--- src/rtl/ssd_scan_scheduler.sv ---
// Scan scheduler for a 4-digit seven-segment display: frame-synchronous value
// commit, leading-zero suppression, per-digit blink, registered anode/nibble drive.
module ssd_scan_scheduler #(
  parameter int unsigned SCAN_DIV     = 200000,
  parameter int unsigned BLINK_FRAMES = 125
) (
  input  logic        clock,
  input  logic        reset,
  input  logic [15:0] in_value,
  input  logic        in_valid,
  output logic        in_ready,
  input  logic        lz_en,
  input  logic [3:0]  blink_mask,
  output logic [3:0]  Anodes,
  output logic [3:0]  digit,
  output logic        frame_start
);

  localparam int unsigned DIV_W = (SCAN_DIV > 2) ? $clog2(SCAN_DIV) : 1;
  localparam int unsigned BLK_W = (BLINK_FRAMES > 1) ? $clog2(BLINK_FRAMES) : 1;

  localparam logic [0:0] S_IDLE = 1'b0;
  localparam logic [0:0] S_PEND = 1'b1;

  logic [DIV_W-1:0] r_div_cnt;
  logic [1:0]       r_idx;
  logic [15:0]      r_disp;
  logic [15:0]      r_pend;
  logic [0:0]       r_state;
  logic             r_ready;
  logic [BLK_W-1:0] r_blink_cnt;
  logic             r_blink_phase;
  logic [3:0]       r_anodes;
  logic [3:0]       r_digit;
  logic             r_frame_start;

  logic             w_tick;
  logic             w_frame_end;
  logic             w_blink_wrap;
  logic [0:0]       w_state_nxt;
  logic             w_accept;
  logic             w_commit;
  logic [3:0]       w_nibble;
  logic [3:0]       w_lz_zero;
  logic             w_lz_blank;
  logic             w_blink_blank;
  logic             w_blank;
  logic [3:0]       w_anodes_nxt;
  logic [3:0]       w_digit_nxt;
  logic             w_frame_start_nxt;

  assign w_tick       = (r_div_cnt == DIV_W'(SCAN_DIV - 1));
  assign w_frame_end  = w_tick && (r_idx == 2'd3);
  assign w_blink_wrap = w_frame_end && (r_blink_cnt == BLK_W'(BLINK_FRAMES - 1));

  // Slot divider and digit index.
  always_ff @(posedge clock) begin
    if (reset) begin
      r_div_cnt <= '0;
      r_idx     <= 2'd0;
    end else begin
      r_div_cnt <= w_tick ? '0 : r_div_cnt + DIV_W'(1);
      if (w_tick) begin
        r_idx <= r_idx + 2'd1;
      end
    end
  end

  // Handshake state register.
  always_ff @(posedge clock) begin
    if (reset) begin
      r_state <= S_IDLE;
      r_ready <= 1'b1;
    end else begin
      r_state <= w_state_nxt;
      r_ready <= (w_state_nxt == S_IDLE);
    end
  end

  // Next state: an accept on the frame_end cycle defers commit to the next frame.
  always_comb begin
    w_state_nxt = r_state;
    w_accept    = 1'b0;
    w_commit    = 1'b0;
    case (r_state)
      S_IDLE: begin
        if (in_valid) begin
          w_accept    = 1'b1;
          w_state_nxt = S_PEND;
        end
      end
      S_PEND: begin
        if (w_frame_end) begin
          w_commit    = 1'b1;
          w_state_nxt = S_IDLE;
        end
      end
      default: w_state_nxt = S_IDLE;
    endcase
  end

  // Pending and displayed value holding registers.
  always_ff @(posedge clock) begin
    if (reset) begin
      r_pend <= 16'h0000;
      r_disp <= 16'h0000;
    end else begin
      if (w_accept) begin
        r_pend <= in_value;
      end
      if (w_commit) begin
        r_disp <= r_pend;
      end
    end
  end

  // Blink half-period counter, advanced once per completed frame.
  always_ff @(posedge clock) begin
    if (reset) begin
      r_blink_cnt   <= '0;
      r_blink_phase <= 1'b0;
    end else if (w_frame_end) begin
      if (w_blink_wrap) begin
        r_blink_cnt   <= '0;
        r_blink_phase <= ~r_blink_phase;
      end else begin
        r_blink_cnt <= r_blink_cnt + BLK_W'(1);
      end
    end
  end

  // Nibble select and blanking for the current slot.
  always_comb begin
    w_nibble = 4'h0;
    case (r_idx)
      2'd0:    w_nibble = r_disp[15:12];
      2'd1:    w_nibble = r_disp[11:8];
      2'd2:    w_nibble = r_disp[7:4];
      default: w_nibble = r_disp[3:0];
    endcase
  end

  // Digit i is a leading zero when it and every digit to its left are zero.
  assign w_lz_zero[0] = (r_disp[15:12] == 4'h0);
  assign w_lz_zero[1] = w_lz_zero[0] && (r_disp[11:8] == 4'h0);
  assign w_lz_zero[2] = w_lz_zero[1] && (r_disp[7:4] == 4'h0);
  assign w_lz_zero[3] = 1'b0;

  assign w_lz_blank    = lz_en && w_lz_zero[r_idx];
  assign w_blink_blank = r_blink_phase && blink_mask[~r_idx];
  assign w_blank       = w_lz_blank || w_blink_blank;

  always_comb begin
    w_anodes_nxt      = 4'b1111;
    w_digit_nxt       = 4'h0;
    w_frame_start_nxt = (r_idx == 2'd0) && (r_div_cnt == '0);
    if (!w_blank) begin
      w_anodes_nxt = ~(4'b1000 >> r_idx);
      w_digit_nxt  = w_nibble;
    end
  end

  // Output registers.
  always_ff @(posedge clock) begin
    if (reset) begin
      r_anodes      <= 4'b1111;
      r_digit       <= 4'h0;
      r_frame_start <= 1'b0;
    end else begin
      r_anodes      <= w_anodes_nxt;
      r_digit       <= w_digit_nxt;
      r_frame_start <= w_frame_start_nxt;
    end
  end

  assign in_ready    = r_ready;
  assign Anodes      = r_anodes;
  assign digit       = r_digit;
  assign frame_start = r_frame_start;

endmodule

--- config.mk ---
export PLATFORM = sky130hd
export DESIGN_NAME = ssd_scan_scheduler
export DESIGN_NICKNAME = d
export VERILOG_FILES = /design/src/rtl/ssd_scan_scheduler.sv
export SDC_FILE = /design/constraint.sdc
export NUM_CORES = 1
export LEC_CHECK = 0
export BUFFER_PORTS_ARGS = -buffer_cell sky130_fd_sc_hd__buf_2
export CAP_MARGIN = 15
export CORE_MARGIN = 3
export CORE_UTILIZATION = 59
export DETAILED_ROUTE_END_ITERATION = 7
export PLACE_DENSITY = 0.8
export SETUP_SLACK_MARGIN = 0.15
export SYNTH_ARGS = -nofsm -noshare
export SYNTH_HDL_FRONTEND = slang
export SYNTH_SLANG_ARGS = --single-unit
--- constraint.sdc ---
create_clock -name clock -period 5.66 [get_ports clock]
set_input_delay 0.566 -clock clock [delete_from_list [all_inputs] [get_ports clock]]
set_output_delay 0.566 -clock clock [all_outputs]
set_load 0.01 [all_outputs]
Word-level counts from Yosys, hierarchy flattened
Index checks and enable logic that the tools add are counted.

Bitwise operators: 5. Shifts and indexed selects: 1. Eq/ne operators: 5. Order comparisons: 2. Muxes and demuxes: 12. Add/sub/neg operators: 3. Reduce and logical (&&, ||, !) cells: 16.

Operator list (count): adder 18 x 1 -> 18 bit, second input constant (1); == test 18 bit, second input constant (1); zero test 18 bit (1); zero test 4 bit (3); case mux 4 bit (3 select lines) (1); adder 7 x 1 -> 7 bit, second input constant (1); == test 7 bit, second input constant (1); logical AND 1 bit (7); 2-to-1 mux 1 bit (7); 2-to-1 mux 7 bit (1); < comparator 2 x 3 -> 1 bit, second input constant (2); binary-select mux 1 bit (select 2 bit) (2); == test 2 bit, second input constant (2); NOT 4 bit (1); OR reduction 2 bit (2); right shift 4 x 2 -> 4 bit, first input constant (1); NOT 1 bit (3); adder 2 x 1 -> 2 bit, second input constant (1); == test 2 x 1 -> 1 bit, second input constant (1); zero test 2 bit (1); NOT 2 bit (1); case mux 1 bit (2 select lines) (1); AND reduction 2 bit (1); logical OR 1 bit (1).

Input bits: 24. Bits in registers: 71.

Longest topological paths before layout
Gate-level depths: netlist of run 1.

Depth after elaboration: 8. Gate-level depth with buffers: 7. Gate-level depth less buffers: 6.

Worst setup path before layout of run 1
OpenSTA, ideal clock, no wires.

Path type: register -> register. Start: register r_div_cnt[0]. End: register r_div_cnt[10]. Period minus slack after synthesis: 2.042 ns. Cell stages (with the launch flop): 8. Library setup time: 0.117 ns. Buffers on the path: 2. Data arrival time: 1.925 ns. Setup slack: 3.618 ns. Required time: 5.543 ns. Cells stage by stage: dfxtp_1 ha_1 nand2_1 or4_4 buf_6 o21ai_1 buf_2 nor2_1.

Word-level cells in the longest chain between the ends: 2. Elaborated cells on any way between the ends: 3. Classes of those cells: 1 x add/sub; 1 x eq/ne; 1 x reduce/logical.

Ends and longest elaborated chain: start: declaration (RTL line 25) `logic [DIV_W-1:0] r_div_cnt;`; start signal: assignment (RTL line 62) `r_div_cnt <= w_tick ? '0 : r_div_cnt + DIV_W'(1);`; branches (longest 2 deep; another with adder 18 x 1 -> 18 bit).

Several ways; the timed one is not identified. A chain may end at the register's enable or synchronous reset.

Worst setup path after layout of run 1
Start: register r_div_cnt[0]. End: register r_div_cnt[14].

The elaborated chain is that of the path after synthesis.

==> results of run 1 <==
==> state kept, by name (all words and copies together), names as in the netlist <==
signal         cells
Anodes             4
digit              4
frame_start        1
in_ready           1
r_blink_cnt        7
r_blink_phase      1
r_disp            16
r_div_cnt         18
r_idx              2
r_pend            16
r_state            1
==> report_power, final <==
group	total (mW)	switching, mW	internal [mW]
sequential	0.518	0.00839	0.510
clock	0.402	0.189	0.213
combinational	0.0422	0.0257	0.0164
total	0.962	0.223	0.739
==> layout make-up <==
cell class,instances,share of cell area
multi-input cells,260,0.4491
flip-flops and latches,71,0.4069
repair buffers,34,0.04943
clock buffers,10,0.03940
well taps,67,0.02400
clock inverters,6,0.01719
inverters,13,0.01397
==> layout by cell type (no fill, tap or decap), types with 2 or more instances in the layout <==
master      instances
nand3_1            11
clkinvlp_4          2
a21oi_1            46
clkbuf_8           10
buf_2              33
inv_1              12
nand4_1            24
or4_1               7
o21ai_0             7
nor4b_1             2
o32ai_1             2
a222oi_1            4
o31ai_1            22
or3_1               5
ha_1                9
xnor2_1             7
clkinv_2            3
dfxtp_1            71
xor2_1              4
and2_1              2
nor4_1              5
nor3_1              5
a211oi_1            2
nand2_1            47
and3_1              6
nor2_1             26
and4_1              2
==> metal layers <==
layer  up-vias  part of all wire
met5         -                 0
met3        13             0.069
met2       106              0.44
met4         0             0.020
met1      1275              0.47
li1       1397                 -
==> worst max-delay path, stage by stage (launching register included) <==
cell	delay (ns)
dfxtp_1	0.37
ha_1	0.22
nand2_1	0.18
or4_4	0.72
o21ai_1	0.91
nor2_1	0.13
==> kinds of logic (layout without fill, tap and decap cells) <==
kind of cell | Yosys count | after routing | share of synthesized area
flip-flops | 71 | 71 | 0.4544
multiplexers | 1 | 1 | 0.007199
buffers and inverters | 36 | 63 | 0.04599
AND/OR/NAND/NOR | 147 | 147 | 0.2416
adder cells (fa/ha/maj) | 9 | 9 | 0.03600
AO/OA/AOI/OAI | 92 | 92 | 0.1840
XOR/XNOR | 11 | 11 | 0.03080
==> stage by stage <==
stage / instance area (µm²) / cells
final: 3493 / 461
after detailed placement: 3296 / 445
after floorplan: 3128 / 367
after global routing: 3493 / 461
after CTS: 3493 / 461
after global placement: 3296 / 445
==> path summary, 6_finish.rpt <==
path / cells past startpoint / to / start
max: 5 / r_div_cnt[14]$_SDFF_PP0_ / r_div_cnt[0]$_SDFF_PP0_
min: 3 / r_pend[11]$_SDFFE_PP0P_ / in_value[11]
max reg2reg: 5 / r_div_cnt[14]$_SDFF_PP0_ / r_div_cnt[0]$_SDFF_PP0_
min reg2reg: 2 / r_pend[8]$_SDFFE_PP0P_ / r_pend[8]$_SDFFE_PP0P_
==> results.txt, run 1 <==
GR Util met1: 0.3176
Rows: 25
Headroom to the max-slew limit: 0.2553
Status: complete, but fails checks
Chip Height: 78.81 µm
Routability congestion estimate: 0.8470
RSZ-0062 raised after global routing: no
Final core utilization: 0.7113
Slew @ Worst Pin: 1.110 ns
GRT Overall Usage: 0.2449
Initial antenna violation count: 0
Number of buffers created by CTS: 9
Die area: 0.006211 mm²
H-tree levels: 3
Worst Path Required: 5.85 ns
Hold buffers post-CTS: 0
Setup_tns: 0 ns
DR vias/cell: 6.054
Hold Vio Cnt, Final: 0
Worst hold slack: 0.4466 ns
Root Buffer: clkbuf_8
Crit-path max FO: 28
# resized after CTS: 0
Seq. cell area: 0.001421 mm²
Pwr Total: 962.2 µW
Area contributors post-synth: dfxtp_1 (45%), a21oi_1 (7.4%), nand2_1 (5.6%)
Startpoint types: register
Worst skew pair latency: 0.35 ns
DRC: 4
First-pass GRT wire length: 12050 µm
Pwr Density: 275.4 mW/mm²
MaxCap Viol Count: 0
Most frequent cell after synthesis: dfxtp_1
Final #Nets: 422
Final setup viols: 0
Initial core utilization: 0.6369
Mean routed wirelength per cell: 14.86 µm
Register bit count reported by yosys: 71
Number of fill cells: 414
Synth top cells by count: dfxtp_1 (71), nand2_1 (47), a21oi_1 (46)
Max clock buf depth: 2
CP Capture Type: register
Area occupied by multi-input gates: 0.001569 mm²
Post-synth ARST share: 0
Area leader, netlist: dfxtp_1
Synth-to-Final Area Change: 11.68%
Fin crit share: 0.4779
Min cycle time layout: 2.705 ns
CTS tree: yes
Core box area: 0.004911 mm²
Iter 0 DRT Violations: 315
Min-delay worst type: primary input to register
R2R setup slack: 2.96 ns
Top cell type's share of synthesized area: 0.4544
Final WS setup: 2.955 ns
Grt met3 use: 0.04535
Clock transition at path regs: 0.07 ns
Ant diodes: 0
Yosys cell types: 42
Setup Fix Bufs, Post-CTS: 0
Initial DRT Pass Iterations: 8
Syn Nets: 400
Mapped Avg Cell Area: 8.523 µm²
Fraction of layout cells with a size suffix above 1: 0.1421
Met2 Use GR: 0.3862
Max Clock Skew: 0.008173 ns
Post-route ant nets: 0
Fin. max-slew vios: 0
# IOs: 34
Synthesis warning total: 0
Mapped cell area: 0.003128 mm²
Crit Path Class: register to register
Via Count: 2791
Maximum VDD drop: 0.0002183 V
Seq/Total Area, Yosys: 0.4544
Vias in the first global route: 2594
I/O Buffers: 33
Leak pwr: 1.236 nW
Remaining Overflow, GRT: 0
Synth Flop Type: dfxtp_1
GRT Max-Usage Layer: met2
Crit path arrival time: 2.90 ns
Dpl hpwl: 4647 µm
Post-synth EDFFs: 0
Largest net degree at the start of global routing: 50
Failing checks: design-rule violations
Detailed-route wire length: 6851 µm
F_max: 0.3697 GHz
Clk sinks: 71
Pre-CTS setup slack: 2.967 ns
Syn Inst Count: 367
Die width: 78.81 µm
No activity file was read; power rests on OpenSTA's default activity.
==> run 2: changes to the inputs <==
--- a/config.mk
+++ b/config.mk
@@ -5,12 +5,13 @@
 export SDC_FILE = /design/constraint.sdc
 export NUM_CORES = 1
 export LEC_CHECK = 0
+export ABC_AREA = 1
 export BUFFER_PORTS_ARGS = -buffer_cell sky130_fd_sc_hd__buf_2
 export CAP_MARGIN = 15
 export CORE_MARGIN = 3
-export CORE_UTILIZATION = 59
+export CORE_UTILIZATION = 58
 export DETAILED_ROUTE_END_ITERATION = 7
-export PLACE_DENSITY = 0.8
+export PLACE_DENSITY = 0.79
 export SETUP_SLACK_MARGIN = 0.15
 export SYNTH_ARGS = -nofsm -noshare
 export SYNTH_HDL_FRONTEND = slang
==> constraint.sdc (replaced) <==
create_clock -name clock -period 2.8 [get_ports clock]
set_input_delay 0.28 -clock clock [delete_from_list [all_inputs] [get_ports clock]]
set_output_delay 0.28 -clock clock [all_outputs]
set_load 0.01 [all_outputs]
==> run 2 against run 1 <==
Against the previous run: the flow now finishes without violations; sequential share of layout area fell by 2.0 points; clock power rose by 110%; die area rose by 5.8%; non-clock buffer count rose by 2; via count rose by 5.1%; area after synthesis rose by 4.4%; combinational power rose by 150%; design area rose by 5.3%; critical path type unchanged.
==> results.txt, run 2 <==
Mapped Avg Cell Area: 7.212 µm² (-15%)
Remaining Overflow, GRT: 0 (unchanged)
Min-delay worst type: primary input to register
Worst skew pair latency: 0.34 ns (about the same)
Max clock buf depth: 2 (unchanged)
Initial antenna violation count: 0 (unchanged)
Placed cell area: 0.003468 mm² (+5.2%)
Largest net degree at the start of global routing: 33 (-34%)
I/O Buffers: 33 (unchanged)
Seq/Total Area, Yosys: 0.4351 (-0.01932)
Worst hold slack: 0.2055 ns (-0.2410 ns)
Most common cell after layout, fill and taps aside: nand2_1
Status: completed
Crit path arrival time: 2.12 ns (-0.78 ns)
DR vias/cell: 5.247 (-13%)
RSZ-0062 raised after global routing: no
Core box area: 0.005270 mm² (+7.3%)
Worst Path Required: 3.08 ns (-2.77 ns)
Fraction of layout cells with a size suffix above 1: 0.1472 (+0.005107)
Post-synth ARST share: 0 (unchanged)
Max Clock Skew: 0.009142 ns (+0.0009691 ns)
Top cell type's share of synthesized area: 0.4351 (-0.01932)
Dpl cells: 543 (+22%)
Clk sinks: 71 (unchanged)
Dpl hpwl: 4786 µm (+3.0%)
Detailed-route wire length: 6680 µm (-2.5%)
Fin crit share: 0.6570 (+0.1791)
Startpoint types: register
Pwr Total: 1.992 mW (+110%)
Synthesis warning total: 0 (unchanged)
Post-synthesis compound-gate area fraction: 0.09996 (-0.08404)
# resized after CTS: 0 (unchanged)
Clock transition at path regs: 0.07 ns (about the same)
Die width: 81.05 µm (+2.8%)
Final cell count without fillers: 559 (+21%)
Synth top cells by count: nand2_1 (78), nor2_1 (76), dfxtp_1 (71)
Final setup viols: 0 (unchanged)
Combinational family with the most area after synthesis: simple AND/OR/NAND/NOR gates
Crit-path max FO: 26 (-7.1%)
Post-route ant nets: 0 (unchanged)
Synth-to-Final Area Change: 12.60%
Ant diodes: 0 (unchanged)
MaxCap Viol Count: 0 (unchanged)
Post-synthesis xor/xnor area fraction: 0.01340 (-0.01740)
Largest register FFs: 18 (unchanged)
CP Capture Type: register
DRC: 0 (-4)
Syn Nets: 486 (+22%)
First-pass GRT wire length: 11150 µm (-7.4%)
Register bit count reported by yosys: 71 (unchanged)
Min cycle time layout: 1.840 ns (-0.8654 ns)
Root Buffer: clkbuf_8
F_max: 0.5436 GHz (+47%)
Post-route cell area: 0.003679 mm² (+5.3%)
Area leader, netlist: dfxtp_1
Adder-Cell Fraction of Synth Area: 0.03447 (-0.001530)
Most flops, register: r_div_cnt
Slew @ Worst Pin: 0.7269 ns (-0.3826 ns)
Chip Height: 81.05 µm (+2.8%)
Final core utilization: 0.6980 (-0.01333)
Die area: 0.006569 mm² (+5.8%)
Crit Path Class: register to register
Headroom to the max-slew limit: 0.5149 (+0.2595)
# IOs: 34 (unchanged)
Maximum VDD drop: 0.0003301 V (+51%)
Rows: 26 (+4.0%)
CTS tree: yes
Syn Inst Count: 453 (+23%)
Synth Flop Type: dfxtp_1
Critical Path Source: r_div_cnt[0]$_SDFF_PP0_
Hold buffers post-CTS: 0 (unchanged)
Setup_tns: 0 ns (unchanged)
Leak pwr: 1.594 nW (+29%)
Final WS setup: 0.9604 ns (-1.995 ns)
Mean routed wirelength per cell: 11.95 µm (-20%)
Final #Nets: 517 (+23%)
Hold path startpoint: reset
GRT Overall Usage: 0.2197 (-0.02515)
Pwr Density: 541.5 mW/mm² (+97%)
Iter 0 DRT Violations: 241 (-23%)
Biggest regs: r_div_cnt x18, r_disp x16, r_pend x16
Most frequent cells in the layout: nand2_1 (78), nor2_1 (76), dfxtp_1 (71), inv_1 (53), buf_2 (33)
Vias in the first global route: 2493 (-3.9%)
Yosys cell types: 28 (-33%)
Via Count: 2933 (+5.1%)
H-tree levels: 3 (unchanged)
Most frequent cell after synthesis: nand2_1
Post-synthesis mux area share: 0 (-0.007200)
Mapped cell area: 0.003267 mm² (+4.4%)
Initial DRT Pass Iterations: 5 (-3)
Initial core utilization: 0.6199 (-0.01705)
Hold Vio Cnt, Final: 0 (unchanged)
Post-synth EDFFs: 0 (unchanged)
Setup Fix Bufs, Post-CTS: 0 (unchanged)
Number of buffers created by CTS: 9 (unchanged)
Routability congestion estimate: 0.9510 (+12%)
R2R setup slack: 0.96 ns (-1.99 ns)
Area contributors post-synth: dfxtp_1 (44%), nand2_1 (9.0%), nor2_1 (8.7%)
Reg2Reg Launch Point: r_div_cnt[0]$_SDFF_PP0_
Fin. max-slew vios: 0 (unchanged)
Simple logic cell fraction of the synthesized area: 0.3324 (+0.09084)
Pre-CTS setup slack: 0.9840 ns (-1.983 ns)
## run 2: changes by cell type in the layout (fill, tap and decap cells not counted), sizes merged, moves of 8 or more
cell | before | now
a21oi | 46 | 32
inv | 12 | 54
nand2 | 47 | 80
nand3 | 12 | 22
nor2 | 26 | 89
nor3 | 5 | 14
o21ai | 8 | 25
o31ai | 22 | 0
or4 | 8 | 0
## run 2: per-layer routing
metal / vias to the layer above / share of wire / track usage
met5: - / 0 / 0
met4: 0 / 0.023 / 0.1115
met3: 19 / 0.060 / 0.03659
met2: 102 / 0.42 / 0.3243
met1: 1289 / 0.50 / 0.3084
li1: 1523 / - / -
## run 2: worst paths after layout
path	endpoint	depth (start not counted)
max	r_disp[6]$_SDFFE_PP0P_	9
min	r_blink_cnt[2]$_SDFFE_PP0P_	2
max reg2reg	r_disp[6]$_SDFFE_PP0P_	9
min reg2reg	r_pend[12]$_SDFFE_PP0P_	2
## run 2: cell type report
type                            count  area, µm²
Timing Repair Buffer               36      187.7
Tap cell                           70      87.58
Inverter                           54      202.7
Multi-Input combinational cell    312       1569
Clock inverter                      2      37.54
Clock buffer                       14      172.7
Fill cell                         475       1592
Sequential cell                    71       1421
## run 2: where the power goes
part / total [mW] / switching, mW / leakage [nW] / internal, mW
clock: 0.843 / 0.357 / 0.103 / 0.486
combinational: 0.105 / 0.0675 / 0.913 / 0.0378
sequential: 1.04 / 0.00870 / 0.577 / 1.04
## run 2: worst max-delay path: stages (launching register included)
cell	delay, ns
dfxtp_1	0.38
ha_1	0.21
nand2_1	0.09
nor2_2	0.17
inv_2	0.08
nor2_8	0.31
nand2_4	0.13
nor2_8	0.23
nor2_1	0.09
nor2_2	0.09
## run 2: kinds of logic (layout without fill, tap and decap cells)
group,count (synthesis),after routing
AO/OA/AOI/OAI,62,62
XOR/XNOR,5,5
adder cells (fa/ha/maj),9,9
buffers and inverters,70,106
flip-flops,71,71
AND/OR/NAND/NOR,236,236
==> run 3: changes to the inputs <==
==> constraint.sdc (replaced) <==
create_clock -name clock -period 1.85 [get_ports clock]
set_input_delay 0.185 -clock clock [delete_from_list [all_inputs] [get_ports clock]]
set_output_delay 0.185 -clock clock [all_outputs]
set_load 0.01 [all_outputs]
==> run 3 against run 2 <==
Against the previous run: worst hold slack got worse by 0.10 ns; routed wire length rose by 12%; first-iteration DRC count is 22% lower; cell count grew 1.4%; design area up 4.1%; global-route usage grew 2.9 points; sequential power rose by 52%; via count rose by 3.3%; largest cell class unchanged; flip-flop and latch count unchanged; critical path type unchanged.
==> results.txt, run 3 (synthesis results as in run 2) <==
I/O Buffers: 33 (unchanged)
Placed cell area: 0.003518 mm² (+1.4%)
Setup_tns: 0 ns (unchanged)
MaxCap Viol Count: 0 (unchanged)
DRC: 0 (unchanged)
Remaining Overflow, GRT: 0 (unchanged)
Hold Vio Cnt, Final: 0 (unchanged)
Status: completed
Largest register FFs: 18 (unchanged)
Worst hold slack: 0.1023 ns (-0.1032 ns)
Most common cell after layout, fill and taps aside: nand2_1
Final cell count without fillers: 567 (+1.4%)
Most used cell along the critical path: nor2_4
Reg2Reg Launch Point: r_div_cnt[1]$_SDFF_PP0_
# IOs: 34 (unchanged)
Fin. max-slew vios: 0 (unchanged)
Initial DRT Pass Iterations: 5 (unchanged)
Initial antenna violation count: 0 (unchanged)
Routability congestion estimate: 0.8516 (-10%)
Worst path slowest cell: dfxtp_1
Max clock buf depth: 2 (unchanged)
CP cell instances: ha_1 -> nand2_1 -> nor2_4 -> inv_2 -> nor2_8 -> nand2_4 -> nor2_4 -> nor2_1 -> nor2_2
Ant diodes: 0 (unchanged)
Reg-to-Reg End: r_disp[5]$_SDFFE_PP0P_
H-tree levels: 3 (unchanged)
Chip Height: 81.05 µm (unchanged)
Dpl cells: 548 (+0.92%)
Mean routed wirelength per cell: 13.18 µm (+10%)
Pwr Total: 3.411 mW (+71%)
Dpl hpwl: 5033 µm (+5.2%)
Post-route ant nets: 0 (unchanged)
Largest net degree at the start of global routing: 24 (-27%)
Fin crit share: 0.8533 (+0.1963)
Crit-path max FO: 8 (-69%)
Iter 0 DRT Violations: 189 (-22%)
Rows: 26 (unchanged)
Final setup viols: 0 (unchanged)
Hold path startpoint: reset
Die area: 0.006569 mm² (unchanged)
Most frequent cells in the layout: nand2_1 (78), nor2_1 (74), dfxtp_1 (69), inv_1 (53), buf_2 (33)
GRT Overall Usage: 0.2485 (+0.02881)
RSZ-0062 raised after global routing: yes
Clk sinks: 71 (unchanged)
Crit Path Class: register to register
Maximum VDD drop: 0.0006895 V (+110%)
Final core utilization: 0.7270 (+0.02897)
F_max: 0.6335 GHz (+17%)
Clock transition at path regs: 0.08 ns (about the same)
Headroom to the max-slew limit: 0.6916 (+0.1767)
Leak pwr: 1.662 nW (+4.3%)
Min cycle time layout: 1.579 ns (-0.2609 ns)
Biggest regs: r_div_cnt x18, r_disp x16, r_pend x16
Hold depth: 2 (unchanged)
DR vias/cell: 5.344 (+1.8%)
Number of fill cells: 424 (-11%)
Worst r2r path cells: 9 (unchanged)
Initial core utilization: 0.6199 (unchanged)
Max incr delay on CP: 0.36 ns (-0.02 ns)
Number of buffers created by CTS: 9 (unchanged)
Core box area: 0.005270 mm² (unchanged)
Most flops, register: r_div_cnt
Vias in the first global route: 2746 (+10%)
Pre-CTS setup slack: 0.1725 ns (-0.8114 ns)
Die width: 81.05 µm (unchanged)
Pwr Density: 890.4 mW/mm² (+64%)
Min-delay worst type: primary input to register
Via Count: 3030 (+3.3%)
Root Buffer: clkbuf_8
CTS tree: yes
Max Clock Skew: 0.006376 ns (-0.002766 ns)
Final WS setup: 0.2714 ns (-0.6891 ns)
Post-route cell area: 0.003831 mm² (+4.1%)
Detailed-route wire length: 7475 µm (+12%)
Fraction of layout cells with a size suffix above 1: 0.1771 (+0.02982)
Worst Path Required: 2.14 ns (-0.94 ns)
Crit path arrival time: 1.87 ns (-0.25 ns)
Hold EP: r_blink_cnt[5]$_SDFFE_PP0P_
Worst skew pair latency: 0.35 ns (about the same)
Synth-to-Final Area Change: 17.27%
R2R setup slack: 0.27 ns (-0.69 ns)
Startpoint types: register
CP Capture Type: register
Final #Nets: 525 (+1.5%)
Slew @ Worst Pin: 0.4622 ns (-0.2648 ns)
First-pass GRT wire length: 12520 µm (+12%)
==> run 3: cell types whose count changed in the layout (fill, tap and decap cells not counted), sizes merged <==
cell / before / now
buf: 36 / 43
bufinv: 1 / 4
clkbuf: 14 / 9
clkinv: 0 / 1
clkinvlp: 1 / 0
inv: 54 / 56
nor2: 89 / 90
==> run 3: power by group <==
| part | switching (mW) | total (mW) | internal (mW) |
|---|---|---|---|
| Combinational | 0.114 | 0.176 | 0.0622 |
| Clock | 0.615 | 1.65 | 1.04 |
| Sequential | 0.0150 | 1.58 | 1.57 |
| Total | 0.744 | 3.41 | 2.67 |
==> run 3: cell type report <==
type	count	area [µm²]	area share
inverters	54	202.7	0.05291
well taps	70	87.58	0.02286
flip-flops and latches	71	1424	0.3717
repair buffers	43	252.7	0.06597
multi-input cells	313	1598	0.4170
clock inverters	7	142.6	0.03723
clock buffers	9	123.9	0.03233
==> run 3: timing repair <==
item,CTS,global route
cloned,0,1
gates resized for setup,1,7
endpoints found under the setup margin,1,33
buffers inserted,0,2
endpoints found under the hold margin,0,0
pin swaps,0,3
hold buffers,0,0
==> run 3: worst max-delay path, delay by kind of cell, from the launching register on <==
kind / cells / cell delay, ns
adders and majority gates: 1 / 0.20
DFF: 1 / 0.36
buffers and inverters: 1 / 0.08
and+or+nand+nor: 7 / 0.89
==> run 3: worst max-delay path by stage <==
stage | startpoint | end | slack (ns) | cells past startpoint
final | r_div_cnt[1]$_SDFF_PP0_ | r_disp[5]$_SDFFE_PP0P_ | 0.27 | 9
after CTS | r_div_cnt[0]$_SDFF_PP0_ | r_disp[3]$_SDFFE_PP0P_ | 0.18 | 9
after global routing | r_div_cnt[1]$_SDFF_PP0_ | r_disp[3]$_SDFFE_PP0P_ | 0.14 | 9
after floorplan | r_div_cnt[0]$_SDFF_PP0_ | r_disp[10]$_SDFFE_PP0P_ | 0.36 | 9
after detailed placement | r_div_cnt[0]$_SDFF_PP0_ | r_state$_SDFF_PP0_ | 0.17 | 8
after global placement | r_div_cnt[0]$_SDFF_PP0_ | r_state$_SDFF_PP0_ | 0.23 | 8
==> run 3: routing by layer <==
| metal | track usage | part of all wire | vias to the layer above |
|---|---|---|---|
| met1 | 0.3402 | 0.47 | 1331 |
| met2 | 0.3686 | 0.44 | 137 |
| met5 | 0 | 0 | - |
| li1 | - | - | 1548 |
| met4 | 0.1402 | 0.026 | 0 |
| met3 | 0.04324 | 0.060 | 14 |
